File: src/rtl/vram_arbiter_if.sv
// vram_arbiter_if: requester handshake, read-return and VRAM bus signals of the VRAM arbiter
interface vram_arbiter_if;
   logic [3:0]       req;
   logic [3:0][14:0] addr;
   logic [31:0]      wrdata0;
   logic [3:0]       wrbytesel0;
   logic             write0;
   logic [3:0]       ack;
   logic [3:0][31:0] rddata;
   logic [3:0]       rdvalid;
   logic [14:0]      bus_addr;
   logic [31:0]      bus_wrdata;
   logic [3:0]       bus_wrbytesel;
   logic             bus_write;
   logic [31:0]      bus_rddata;
   modport master (
      output req, addr, wrdata0, wrbytesel0, write0, bus_rddata,
      input  ack, rddata, rdvalid, bus_addr, bus_wrdata, bus_wrbytesel, bus_write
   );
   modport slave (
      input  req, addr, wrdata0, wrbytesel0, write0, bus_rddata,
      output ack, rddata, rdvalid, bus_addr, bus_wrdata, bus_wrbytesel, bus_write
   );
endinterface

File: src/rtl/vram_arbiter.sv
// vram_arbiter: one VRAM access per clock; port 0 priority with starvation guard, ports 1-3 round-robin
module vram_arbiter #(
   parameter int STARVE_LIMIT = 4
) (
   input logic          clk,
   input logic          rst_n,
   vram_arbiter_if.slave vif
);
   logic [3:0] starve_cnt;
   logic [1:0] rr_ptr, c1, c2, c3, win, rd_port;
   logic       block0, render_req, port0_win, win_vld, render_win, port0_wr, rd_pend;
   assign block0     = starve_cnt == 4'(STARVE_LIMIT);
   assign render_req = |vif.req[3:1];
   assign port0_win  = vif.req[0] && !block0;
   assign port0_wr   = port0_win && vif.write0;
   assign win_vld    = port0_win || render_req;
   assign render_win = win_vld && !port0_win;
   // rotation order after the last render winner: rr_ptr+1, +2, +3 wrapping over 1..3
   assign c1 = rr_ptr == 2'd3 ? 2'd1 : rr_ptr + 2'd1;
   assign c2 = c1 == 2'd3 ? 2'd1 : c1 + 2'd1;
   assign c3 = c2 == 2'd3 ? 2'd1 : c2 + 2'd1;
   always_comb begin
      win               = port0_win ? 2'd0 : vif.req[c1] ? c1 : vif.req[c2] ? c2 : c3;
      vif.ack           = win_vld ? 4'b0001 << win : 4'b0000;
      vif.bus_addr      = win_vld ? vif.addr[win] : 15'd0;
      vif.bus_write     = port0_wr;
      vif.bus_wrbytesel = port0_wr ? vif.wrbytesel0 : 4'b0000;
      vif.bus_wrdata    = port0_win ? vif.wrdata0 : 32'd0;
   end
   always_ff @(posedge clk or negedge rst_n) begin
      if (!rst_n) begin
         starve_cnt  <= 4'd0;
         rr_ptr      <= 2'd3;
         rd_pend     <= 1'b0;
         rd_port     <= 2'd0;
         vif.rddata  <= '0;
         vif.rdvalid <= 4'b0000;
      end else begin
         starve_cnt  <= (render_win || !render_req) ? 4'd0 :
                        (port0_win && !block0) ? starve_cnt + 4'd1 : starve_cnt;
         rr_ptr      <= render_win ? win : rr_ptr;
         rd_pend     <= win_vld && !port0_wr;
         rd_port     <= win;
         vif.rdvalid <= rd_pend ? 4'b0001 << rd_port : 4'b0000;
         if (rd_pend)
            vif.rddata[rd_port] <= vif.bus_rddata;
      end
   end
endmodule
File: src/flat_wrapper.sv
// flat-port wrapper written by rule: the top's interface ports become plain ports
module vram_arbiter_flat 
#(
   parameter int STARVE_LIMIT = 4
)
  (clk, rst_n, vif_req, vif_addr, vif_wrdata0, vif_wrbytesel0, vif_write0, vif_bus_rddata, vif_ack, vif_rddata, vif_rdvalid, vif_bus_addr, vif_bus_wrdata, vif_bus_wrbytesel, vif_bus_write);
  vram_arbiter_if vif_i ();
  input logic clk;
  input logic rst_n;
  input wire logic [$bits(vif_i.req)-1:0] vif_req;
  input wire logic [$bits(vif_i.addr)-1:0] vif_addr;
  input wire logic [$bits(vif_i.wrdata0)-1:0] vif_wrdata0;
  input wire logic [$bits(vif_i.wrbytesel0)-1:0] vif_wrbytesel0;
  input wire logic [$bits(vif_i.write0)-1:0] vif_write0;
  input wire logic [$bits(vif_i.bus_rddata)-1:0] vif_bus_rddata;
  output wire logic [$bits(vif_i.ack)-1:0] vif_ack;
  output wire logic [$bits(vif_i.rddata)-1:0] vif_rddata;
  output wire logic [$bits(vif_i.rdvalid)-1:0] vif_rdvalid;
  output wire logic [$bits(vif_i.bus_addr)-1:0] vif_bus_addr;
  output wire logic [$bits(vif_i.bus_wrdata)-1:0] vif_bus_wrdata;
  output wire logic [$bits(vif_i.bus_wrbytesel)-1:0] vif_bus_wrbytesel;
  output wire logic [$bits(vif_i.bus_write)-1:0] vif_bus_write;
  assign vif_i.req = vif_req;
  assign vif_i.addr = vif_addr;
  assign vif_i.wrdata0 = vif_wrdata0;
  assign vif_i.wrbytesel0 = vif_wrbytesel0;
  assign vif_i.write0 = vif_write0;
  assign vif_i.bus_rddata = vif_bus_rddata;
  assign vif_ack = vif_i.ack;
  assign vif_rddata = vif_i.rddata;
  assign vif_rdvalid = vif_i.rdvalid;
  assign vif_bus_addr = vif_i.bus_addr;
  assign vif_bus_wrdata = vif_i.bus_wrdata;
  assign vif_bus_wrbytesel = vif_i.bus_wrbytesel;
  assign vif_bus_write = vif_i.bus_write;
  vram_arbiter #(.STARVE_LIMIT(STARVE_LIMIT)) u_core (.clk(clk), .rst_n(rst_n), .vif(vif_i));
endmodule
File: config.mk
export PLATFORM = sky130hd
export DESIGN_NAME = vram_arbiter_flat
export DESIGN_NICKNAME = d
export VERILOG_FILES = /design/src/rtl/vram_arbiter_if.sv /design/src/rtl/vram_arbiter.sv /design/src/flat_wrapper.sv
export SDC_FILE = /design/constraint.sdc
export NUM_CORES = 1
export LEC_CHECK = 0
export BUFFER_PORTS_ARGS = -buffer_cell sky130_fd_sc_hd__buf_2
export CAP_MARGIN = 30
export CORE_AREA = 4 4 122 124
export CTS_BUF_LIST = sky130_fd_sc_hd__clkbuf_16
export DETAILED_ROUTE_END_ITERATION = 10
export DIE_AREA = 0 0 126 128
export PLACE_DENSITY = 0.93
export SLEW_MARGIN = 10
export SYNTH_ARGS = -nofsm -noshare
export SYNTH_HDL_FRONTEND = slang
export SYNTH_SLANG_ARGS = --single-unit
File: constraint.sdc
create_clock -name clk -period 4.11 [get_ports clk]
set_input_delay 0.411 -clock clk [delete_from_list [all_inputs] [get_ports clk]]
set_output_delay 0.411 -clock clk [all_outputs]
set_load 0.02 [all_outputs]
# Yosys cells after proc, flatten, opt, wreduce, memory -nomap -nowiden

Cells that the tools add are included.

Output and inout bits: 188
Logic and storage cells: 60
Input bits: 135
Register bits: 141

$lt $le $gt $ge: 5
Reductions and logical operators: 14
Eq/ne operators: 4
Add/sub/neg operators: 4
Mux-type cells: 22
Shift operators: 2

Operators by type and width:

| operator                                            | number |
|---|---|
| bitwise mux 128 bit                                 | 1 |
| demux 32 bit (select 2 bit)                         | 1 |
| two-way mux 32 bit                                  | 2 |
| binary-select mux 15 bit (select 2 bit)             | 1 |
| two-way mux 15 bit                                  | 2 |
| two-way mux 4 bit                                   | 5 |
| < comparator 2 x 3 -> 1 bit, second input constant  | 4 |
| two-way mux 2 bit                                   | 6 |
| left shift 1 x 2 -> 4 bit, first input constant     | 2 |
| adder 2 x 1 -> 2 bit, second input constant         | 3 |
| equality test 2 bit, second input constant          | 3 |
| logical AND 1 bit                                   | 6 |
| adder 4 x 1 -> 4 bit, second input constant         | 1 |
| binary-select mux 1 bit (select 2 bit)              | 2 |
| equality test 4 x 3 -> 1 bit, second input constant | 1 |
| logical NOT 1 bit                                   | 4 |
| OR reduction 3 bit                                  | 1 |
| >= comparator 2 x 1 -> 1 bit, second input constant | 1 |
| logical OR 1 bit                                    | 2 |
| two-way mux 1 bit                                   | 2 |
| nonzero test 2 bit                                  | 1 |

# Logic depth before layout (Yosys ltp)

Gate-level depths: netlist (run 1).

Depth after elaboration: 12
Mapped depth: 9
Mapped depth without buffers: 7

# Worst setup path before layout (run 1)

Ideal clock, no wire load.

Path type: reg-to-output
Start point: register u_core.rr_ptr[0]
End point: output vif_bus_addr[10]
Slack: 1.448 ns
Buffers on the path: 1
Data arrival time: 2.251 ns
Cell stages (with the launch flop): 9
Required time: 3.699 ns
Path through: dfstp_2 -> inv_1 -> ha_1 -> nor2_1 -> a21o_4 -> o31ai_4 -> buf_8 -> a221oi_2 -> a31oi_1

Cells in the longest elaborated chain, start to end: 12
Elaborated cells between the ends (all ways): 19
Classes of those cells: add/sub (3); eq/ne (3); mux (13)

Ends and longest elaborated chain:

| item                                                               | RTL line                               | text |
|---|---|---|
| start, declared                                                    | vram_arbiter.sv:10                     | `logic [1:0] rr_ptr, c1, c2, c3, win, rd_port;` |
| start signal, assigned                                             | vram_arbiter.sv:41                     | `rr_ptr <= render_win ? win : rr_ptr;` |
| adder 2 x 1 -> 2 bit / equality test 2 bit (equally long branches) | vram_arbiter.sv:19                     | `assign c1 = rr_ptr == 2'd3 ? 2'd1 : rr_ptr + 2'd1;` |
| two-way mux 2 bit (*)                                              | vram_arbiter.sv:19                     |  |
| adder 2 x 1 -> 2 bit / equality test 2 bit (equally long branches) | vram_arbiter.sv:20                     | `assign c2 = c1 == 2'd3 ? 2'd1 : c1 + 2'd1;` |
| two-way mux 2 bit                                                  | vram_arbiter.sv:20                     |  |
| adder 2 x 1 -> 2 bit (tied with other cells)                       | vram_arbiter.sv:21                     | `assign c3 = c2 == 2'd3 ? 2'd1 : c2 + 2'd1;` |
| two-way mux 2 bit / two-way mux 1 bit (equally long branches)      | vram_arbiter.sv:21, vram_arbiter.sv:23 |  |
| two-way mux 2 bit                                                  | vram_arbiter.sv:23                     | `win = port0_win ? 2'd0 : vif.req[c1] ? c1 : vif.req[c2] ? c2 : c3;` |
| two-way mux 2 bit (*) (2 in series)                                | vram_arbiter.sv:23                     |  |
| binary-select mux 15 bit (select 2 bit) (*)                        | vram_arbiter.sv:25                     | `vif.bus_addr = win_vld ? vif.addr[win] : 15'd0;` |
| two-way mux 15 bit (implied by the code) (*)                       | vram_arbiter.sv:25                     |  |
| two-way mux 15 bit (*)                                             | vram_arbiter.sv:25                     |  |
| end, declared                                                      | flat_wrapper.sv:19                     | `output wire logic [$bits(vif_i.bus_addr)-1:0] vif_bus_addr;` |

Mark *: on every way between the ends. The rest lies on a longest branch, timed or not. The select of a mux whose other input is x is not followed.

# Worst setup path after layout (run 1)

Start point: register u_core.rr_ptr[0]
End point: output vif_bus_addr[0]

Same word-level chain as after synthesis.

==> summary.txt, run 1 <==
Power
  – Flop pwr share: 31.4%
  – Switching part of the total: 44.9%
  – Clk pwr share: 17.6%
  – Int Pwr: 0.00426 W
  – Sw Pwr: 0.00347 W
  – Leakage: 4.78 nW
  – Peak VDD IR: 0.346 mV
  – Total power: 0.00773 W
  – PD cells: 878 mW/mm^2
  – Logic pwr share: 51.0%

Global route
  – Vias in the first global route: just over 6000
  – Largest net degree at the start of global routing: between 100 and 150
  – First-pass GRT wire length: around 32000 um
  – Total grt overflow: 0
  – Global router's overall resource usage: 25.4%
  – Antenna violations before repair: 0

Die
  – Core ar.: 0.0138 mm^2
  – Die ar.: approximately 0.016 mm^2
  – Initial core utilization: between 40% and 50%
  – Rows: 43
  – Die Span X: around 130 um
  – IO Pins: between 300 and 400
  – Die Y: 128 um

Clocking
  – CTS Buffer Depth: 2
  – Num CTS Buffers: 17
  – Post-CTS Hold Fix Bufs: 0
  – Clock root buffer: clkbuf_16
  – H-tree Lvls: 4
  – Clk slew on worst S/H paths: 0.06 ns
  – Post-CTS Resized: 0
  – Post-CTS Setup Inserts: 0
  – Clock Latency Late Sink: around 0.42 ns
  – CTS tree: yes
  – Clock sinks: 141

Drt
  – WL/cell: 18.4 um
  – Vias per inst: 5.40
  – Drt pass-1 iters: 4
  – Via count: 6115
  – DRT iter0 DRCs: 371
  – DRT antenna net count: 0
  – Drt total wl: 20800 um
  – Drt drc: 0

Logic synthesis
  – Sequential area share after synthesis: between 50% and 60%
  – Mapped Cells: 625
  – EDFF count, synth: 0
  – Mapped Area: 0.00643 mm^2
  – Syn avg cell area: 10.3 um^2
  – Post-synthesis cell type count: 45
  – Seq cells post-synth: about 140
  – Post-synth top flop: dfrtp_1
  – Syn Nets: 764
  – Asr flop ratio synth: 100%
  – Yosys warning count: 0

Final layout
  – Storage cell area: approximately 0.0035 mm^2
  – # fillers: 1120
  – Multi-input gate area: 0.00270 mm^2
  – Antenna fix cells: 0
  – Area Overhead vs Synth: 36.9%
  – Share of layout cells above drive strength 1: a little under half
  – Fin nets: 1079

Critical path
  – Worst Setup End Kind: output pin
  – WP data required: 3.70 ns
  – Setup CP Type: flip-flop to output pin
  – Crit-path max FO: 17
  – Critical Path Source Type: flip-flop
  – Crit path launch: u_core.rr_ptr[0]$_DFFE_PN1P_
  – Data arrival, critical path: 3.17 ns
  – Reg2reg start: u_core.rr_ptr[0]$_DFFE_PN1P_

Timing
  – Final Cycle Share: 87.2%
  – Minimum clock period: ~3.6 ns
  – Final setup viols: 0
  – Max Freq: 279 MHz
  – Setup_tns: 0 ns
  – Slew Limit Fails: 0
  – Clock skew: 0.00637 ns
  – Slew headroom: 41.5%
  – Worst Tran Pin Value: between 0.8 and 0.9 ns
  – RSZ-0062 raised after global routing: false
  – Fin. Hold Viols: 0

Run
  – Max-cap violations: 0

Placement
  – Gpl congestion: approximately 0.87
  – Post-DP HPWL: 15200 um
  – Port-buffer cells: 322

Status
  – Status: complete, no violations

Hold path
  – Worst hold path class: input pin to flip-flop
  – Hold_sp: vif_bus_rddata[12]
-- layout by cell type (no fill, tap or decap), drive strengths merged, types with 6 or more instances in the layout --
cell type	n
buf	334
nand2	209
dfrtp	139
mux2	64
and3	39
clkbuf	17
nand3	17
o21ai	17
a21o	17
a31oi	15
a221oi	15
inv	14
nor2	10
a21oi	6
-- logic make-up (layout without fill, tap and decap cells) --
kind of cell             after synthesis  count (layout)  synth area share (%)
flip-flops                           141             141                  54.9
multiplexers                          65              65                  11.4
buffers and inverters                 48             376                  3.33
adder cells (fa/ha/maj)                4               4                 0.778
XOR/XNOR                               2               2                 0.272
AO/OA/AOI/OAI                         78              78                  10.0
AND/OR/NAND/NOR                      287             287                  19.4
-- synth_stat cells (2+ instances only) --
cell,number,area [um^2]
a21o_1,16,120
a21oi_1,3,15.0
a21oi_2,2,17.5
a221oi_1,6,52.6
a221oi_2,9,135
a31oi_1,15,93.8
and2_1,2,12.5
and3_1,39,244
buf_1,3,11.3
buf_2,6,30.0
buf_4,2,15.0
clkbuf_1,26,97.6
dfrtp_1,139,3480
dfstp_2,2,52.6
ha_1,4,50.1
inv_1,8,30.0
mux2_2,64,721
nand2_1,209,785
nand3_1,17,85.1
nand3b_1,3,22.5
nor2_1,10,37.5
nor3b_2,2,25.0
o21ai_0,16,80.1
-- through the flow --
step / cell area, um^2 / hold slack [ns] / setup slack (ns) / instances / util, %
6_report: 8800 / 0.226 / 0.525 / 1133 / 63.9
5_1_grt: 8800 / 0.218 / 0.317 / 1133 / 63.9
3_3_place_gp: 8170 / 0.453 / 1.09 / 1096 / 59.3
2_1_floorplan: 6430 / 0.115 / 1.45 / 625 / -
3_5_place_dp: 8240 / 0.457 / 0.969 / 1099 / 59.8
4_1_cts: 8770 / 0.183 / 0.525 / 1131 / 63.6
-- worst max-delay path, stage by stage (launching register included) --
cell and delay, ns:
dfstp_2 0.54, inv_1 0.05, ha_1 0.41, nor2_1 0.12
a21o_4 0.29, o31ai_4 0.79, a221oi_1 0.18, a31oi_1 0.19
buf_2 0.19
-- worst paths after layout --
| check | end | slack, ns | cells after the start |
|---|---|---|---|
| min in group asynchronous | u_core.vif.rddata[115]$_DFFE_PN0P_ | 0.47 | 2 |
| max in group asynchronous | u_core.vif.rddata[1]$_DFFE_PN0P_ | 2.89 | 3 |
| worst min-delay path | u_core.vif.rddata[76]$_DFFE_PN0P_ | 0.23 | 3 |
| worst max-delay path | vif_bus_addr[0] | 0.53 | 8 |
| worst max register to register | u_core.rr_ptr[0]$_DFFE_PN1P_ | 2.02 | 6 |
| worst min register to register | u_core.vif.rddata[42]$_DFFE_PN0P_ | 0.47 | 2 |
-- state kept, by name, indices dropped and copies added (netlist names) --
signal              flops
u_core.starve_cnt       4
u_core.vif.rddata     128
u_core.vif.rdvalid      4
u_core.rd_port          2
u_core.rr_ptr           2
u_core.rd_pend          1
-- power groups by stage --
stage | registers (W) | clock network (W) | logic (W)
floorplan | 0.00320 | 0 | 0.00176
finish | 0.00243 | 0.00136 | 0.00394
global placement | 0.00239 | 0 | 0.00376
CTS | 0.00243 | 0.00138 | 0.00396
global route | 0.00250 | 0.00145 | 0.00423
detailed placement | 0.00244 | 0 | 0.00394
-- layer usage --
layer / GRT usage, % / share of wire, % / wire length, um / vias up
met4: 7.95 / 2.4 / 498 / 0
li1: - / - / - / 2749
met5: 0 / 0 / 0 / -
met2: 45.4 / 53 / 11100 / 306
met3: 5.92 / 6.8 / 1430 / 42
met1: 30.5 / 37 / 7790 / 3018
-- final cells by class --
cell class	count	area share [%]
multi-input cells	436	30.6
clock buffers	17	4.83
clock inverters	15	1.14
well taps	180	2.56
inverters	9	0.384
repair buffers	335	20.3
flip-flops and latches	141	40.1
(Power assumes the default switching activity.)
==> run 2, diff against run 1 <==
==> constraint.sdc (replaced) <==
create_clock -name clk -period 4.3 [get_ports clk]
set_input_delay 0.86 -clock clk [delete_from_list [all_inputs] [get_ports clk]]
set_output_delay 0.86 -clock clk [all_outputs]
set_load 0.02 [all_outputs]
==> run 2 against run 1 <==
Effect of this change: clock power increased by 11%; via count up 0.54%; cell count grew 0.26%; count of clock-buffer cells in the layout did not move; register-to-register slack gained 0.17 ns; sequential power is 4% lower; clock skew is essentially flat; critical endpoint is now vif_bus_addr[10]; largest power group unchanged.
==> summary.txt, run 2 (same netlist as run 1, synthesis figures left out) <==
Status
  – Status: complete, no violations

Global route
  – Largest net degree at the start of global routing: 100
  – Vias in the first global route: 6182
  – Global router's overall resource usage: 25.4%
  – Total grt overflow: 0
  – Antenna violations before repair: 0
  – First-pass GRT wire length: 32400 um

Clocking
  – Clock Latency Late Sink: 0.42 ns
  – Post-CTS Hold Fix Bufs: 0
  – Post-CTS Setup Inserts: 0
  – Clk slew on worst S/H paths: 0.06 ns
  – Clock sinks: 141
  – Clock root buffer: clkbuf_16
  – Num CTS Buffers: 17
  – CTS tree: yes
  – H-tree Lvls: 4
  – CTS Buffer Depth: 2
  – Post-CTS Resized: 0

Drt
  – Drt pass-1 iters: 5
  – Drt total wl: 20900 um
  – DRT antenna net count: 0
  – Vias per inst: 5.41
  – WL/cell: 18.4 um
  – DRT iter0 DRCs: 398
  – Drt drc: 0
  – Via count: 6148

Power
  – Switching part of the total: approximately 44%
  – Int Pwr: 0.00427 W
  – Flop pwr share: 30.5%
  – PD cells: 857 mW/mm^2
  – Leakage: 4.84 nW
  – Logic pwr share: 49.7%
  – Sw Pwr: approximately 0.0034 W
  – Peak VDD IR: 0.414 mV
  – Clk pwr share: 19.8%

Die
  – Die Y: 128 um
  – Rows: 43
  – IO Pins: 323
  – Die Span X: 126 um
  – Initial core utilization: between 40 and 50%
  – Core ar.: 0.0138 mm^2
  – Die ar.: 0.0161 mm^2

Timing
  – Worst Tran Pin Value: just over 0.6 ns
  – Slew Limit Fails: 0
  – Final Cycle Share: 90.2%
  – Minimum clock period: 3.88 ns
  – Final setup viols: 0
  – Max Freq: 258 MHz
  – Clock skew: about 0.0063 ns
  – RSZ-0062 raised after global routing: false
  – PnR worst setup slack: approximately 0.42 ns
  – Slew headroom: 58.3%
  – Fin. Hold Viols: 0
  – Setup_tns: 0 ns

Final layout
  – Area Overhead vs Synth: 38.6%
  – Largest register FFs: 128
  – Share of layout cells above drive strength 1: 47.8%
  – Biggest register: u_core.vif.rddata
  – Largest regs: u_core.vif.rddata (128), u_core.starve_cnt (4), u_core.vif.rdvalid (4)
  – Fin nets: between 1000 and 1500
  – Cell area after layout: 0.00891 mm^2
  – Antenna fix cells: 0
  – Most frequent cells in the layout: 321 x buf_2, 209 x nand2_1, 139 x dfrtp_1
  – Commonest non-fill, non-tap cell in the layout: buf_2

Critical path
  – Critical Path Source Type: flip-flop
  – R2R depth: 7
  – WP data required: 3.44 ns
  – Data arrival, critical path: 3.02 ns
  – Crit-path max FO: 16
  – Worst Setup End Kind: output pin
  – Setup CP Type: flip-flop to output pin

Run
  – Max-cap violations: 0

Placement
  – Port-buffer cells: roughly 320
  – Gpl congestion: roughly 0.88
  – Pre-CTS setup slack: 0.716 ns
  – Area after DPL: approximately 0.0083 mm^2
  – Post-DP HPWL: 15200 um

Hold path
  – Worst hold path class: input pin to asynchronous set/reset pin
==> run 2: changes by cell type in the layout (fill, tap and decap cells not counted) <==
| cell | change |
|---|---|
| buf_4 | +3 |
| bufinv_16 | +3 |
| clkinvlp_4 | -3 |
| clkinv_1 | -2 |
| inv_1 | -2 |
| inv_6 | +2 |
| buf_6 | +1 |
| clkinv_2 | +1 |
| dlygate4sd3_1 | -1 |
| inv_8 | +1 |
==> run 2: stage by stage <==
| stage | hold WS, ns | instances | util, % | power [W] |
|---|---|---|---|---|
| final | 0.226 | 1136 | 64.7 | 0.00764 |
| after floorplan | 0.452 | 625 | - | 0.00474 |
| after global routing | 0.209 | 1136 | 64.7 | 0.00806 |
| after global placement | 0.453 | 1099 | 59.4 | 0.00588 |
| after CTS | 0.472 | 1134 | 64.4 | 0.00766 |
| after detailed placement | 0.457 | 1102 | 60.0 | 0.00610 |
==> run 2: cell type report <==
class	count	area [um^2]
clock buffer	17	425
inverter	9	33.8
clock inverter	15	186
fill	1045	4860
timing repair buffer	338	1810
sequential	141	3530
multi-input combinational	436	2700
tap	180	225
==> run 2: path summary, 6_finish.rpt <==
path	start	endpoint	slack, ns
min in group clk	u_core.vif.rddata[43]$_DFFE_PN0P_	u_core.vif.rddata[43]$_DFFE_PN0P_	0.47
max reg2reg	u_core.rr_ptr[0]$_DFFE_PN1P_	u_core.rd_port[1]$_DFF_PN0_	2.19
max in group asynchronous	rst_n	u_core.vif.rddata[26]$_DFFE_PN0P_	3.11
max	u_core.rr_ptr[0]$_DFFE_PN1P_	vif_bus_addr[10]	0.42
min reg2reg	u_core.vif.rddata[43]$_DFFE_PN0P_	u_core.vif.rddata[43]$_DFFE_PN0P_	0.47
min	rst_n	u_core.vif.rddata[77]$_DFFE_PN0P_	0.23
==> run 2: critical path: stages, from the launching register on <==
cell and delay, ns:
dfstp_2 0.55, inv_1 0.05, ha_1 0.26, nor3b_2 0.20, a211o_2 0.46, a21oi_4 0.55
a221oi_2 0.15, a31oi_1 0.19, buf_2 0.20
==> run 2: routing by layer <==
layer  GRT usage [%]  vias up  routed length [um]
met5               0        -                   0
met4            9.53        0                 685
met3            6.25       64                1570
met2            45.4      339               10800
met1            29.7     2976                7830
li1                -     2769                   -
==> run 2: power groups by stage <==
stage	Combinational (W)	Sequential, W	Clock, W
6_report	0.00379	0.00233	0.00151
5_1_grt	0.00406	0.00240	0.00160
4_1_cts	0.00379	0.00233	0.00153
3_5_place_dp	0.00376	0.00234	0
3_3_place_gp	0.00360	0.00228	0
2_1_floorplan	0.00168	0.00306	0
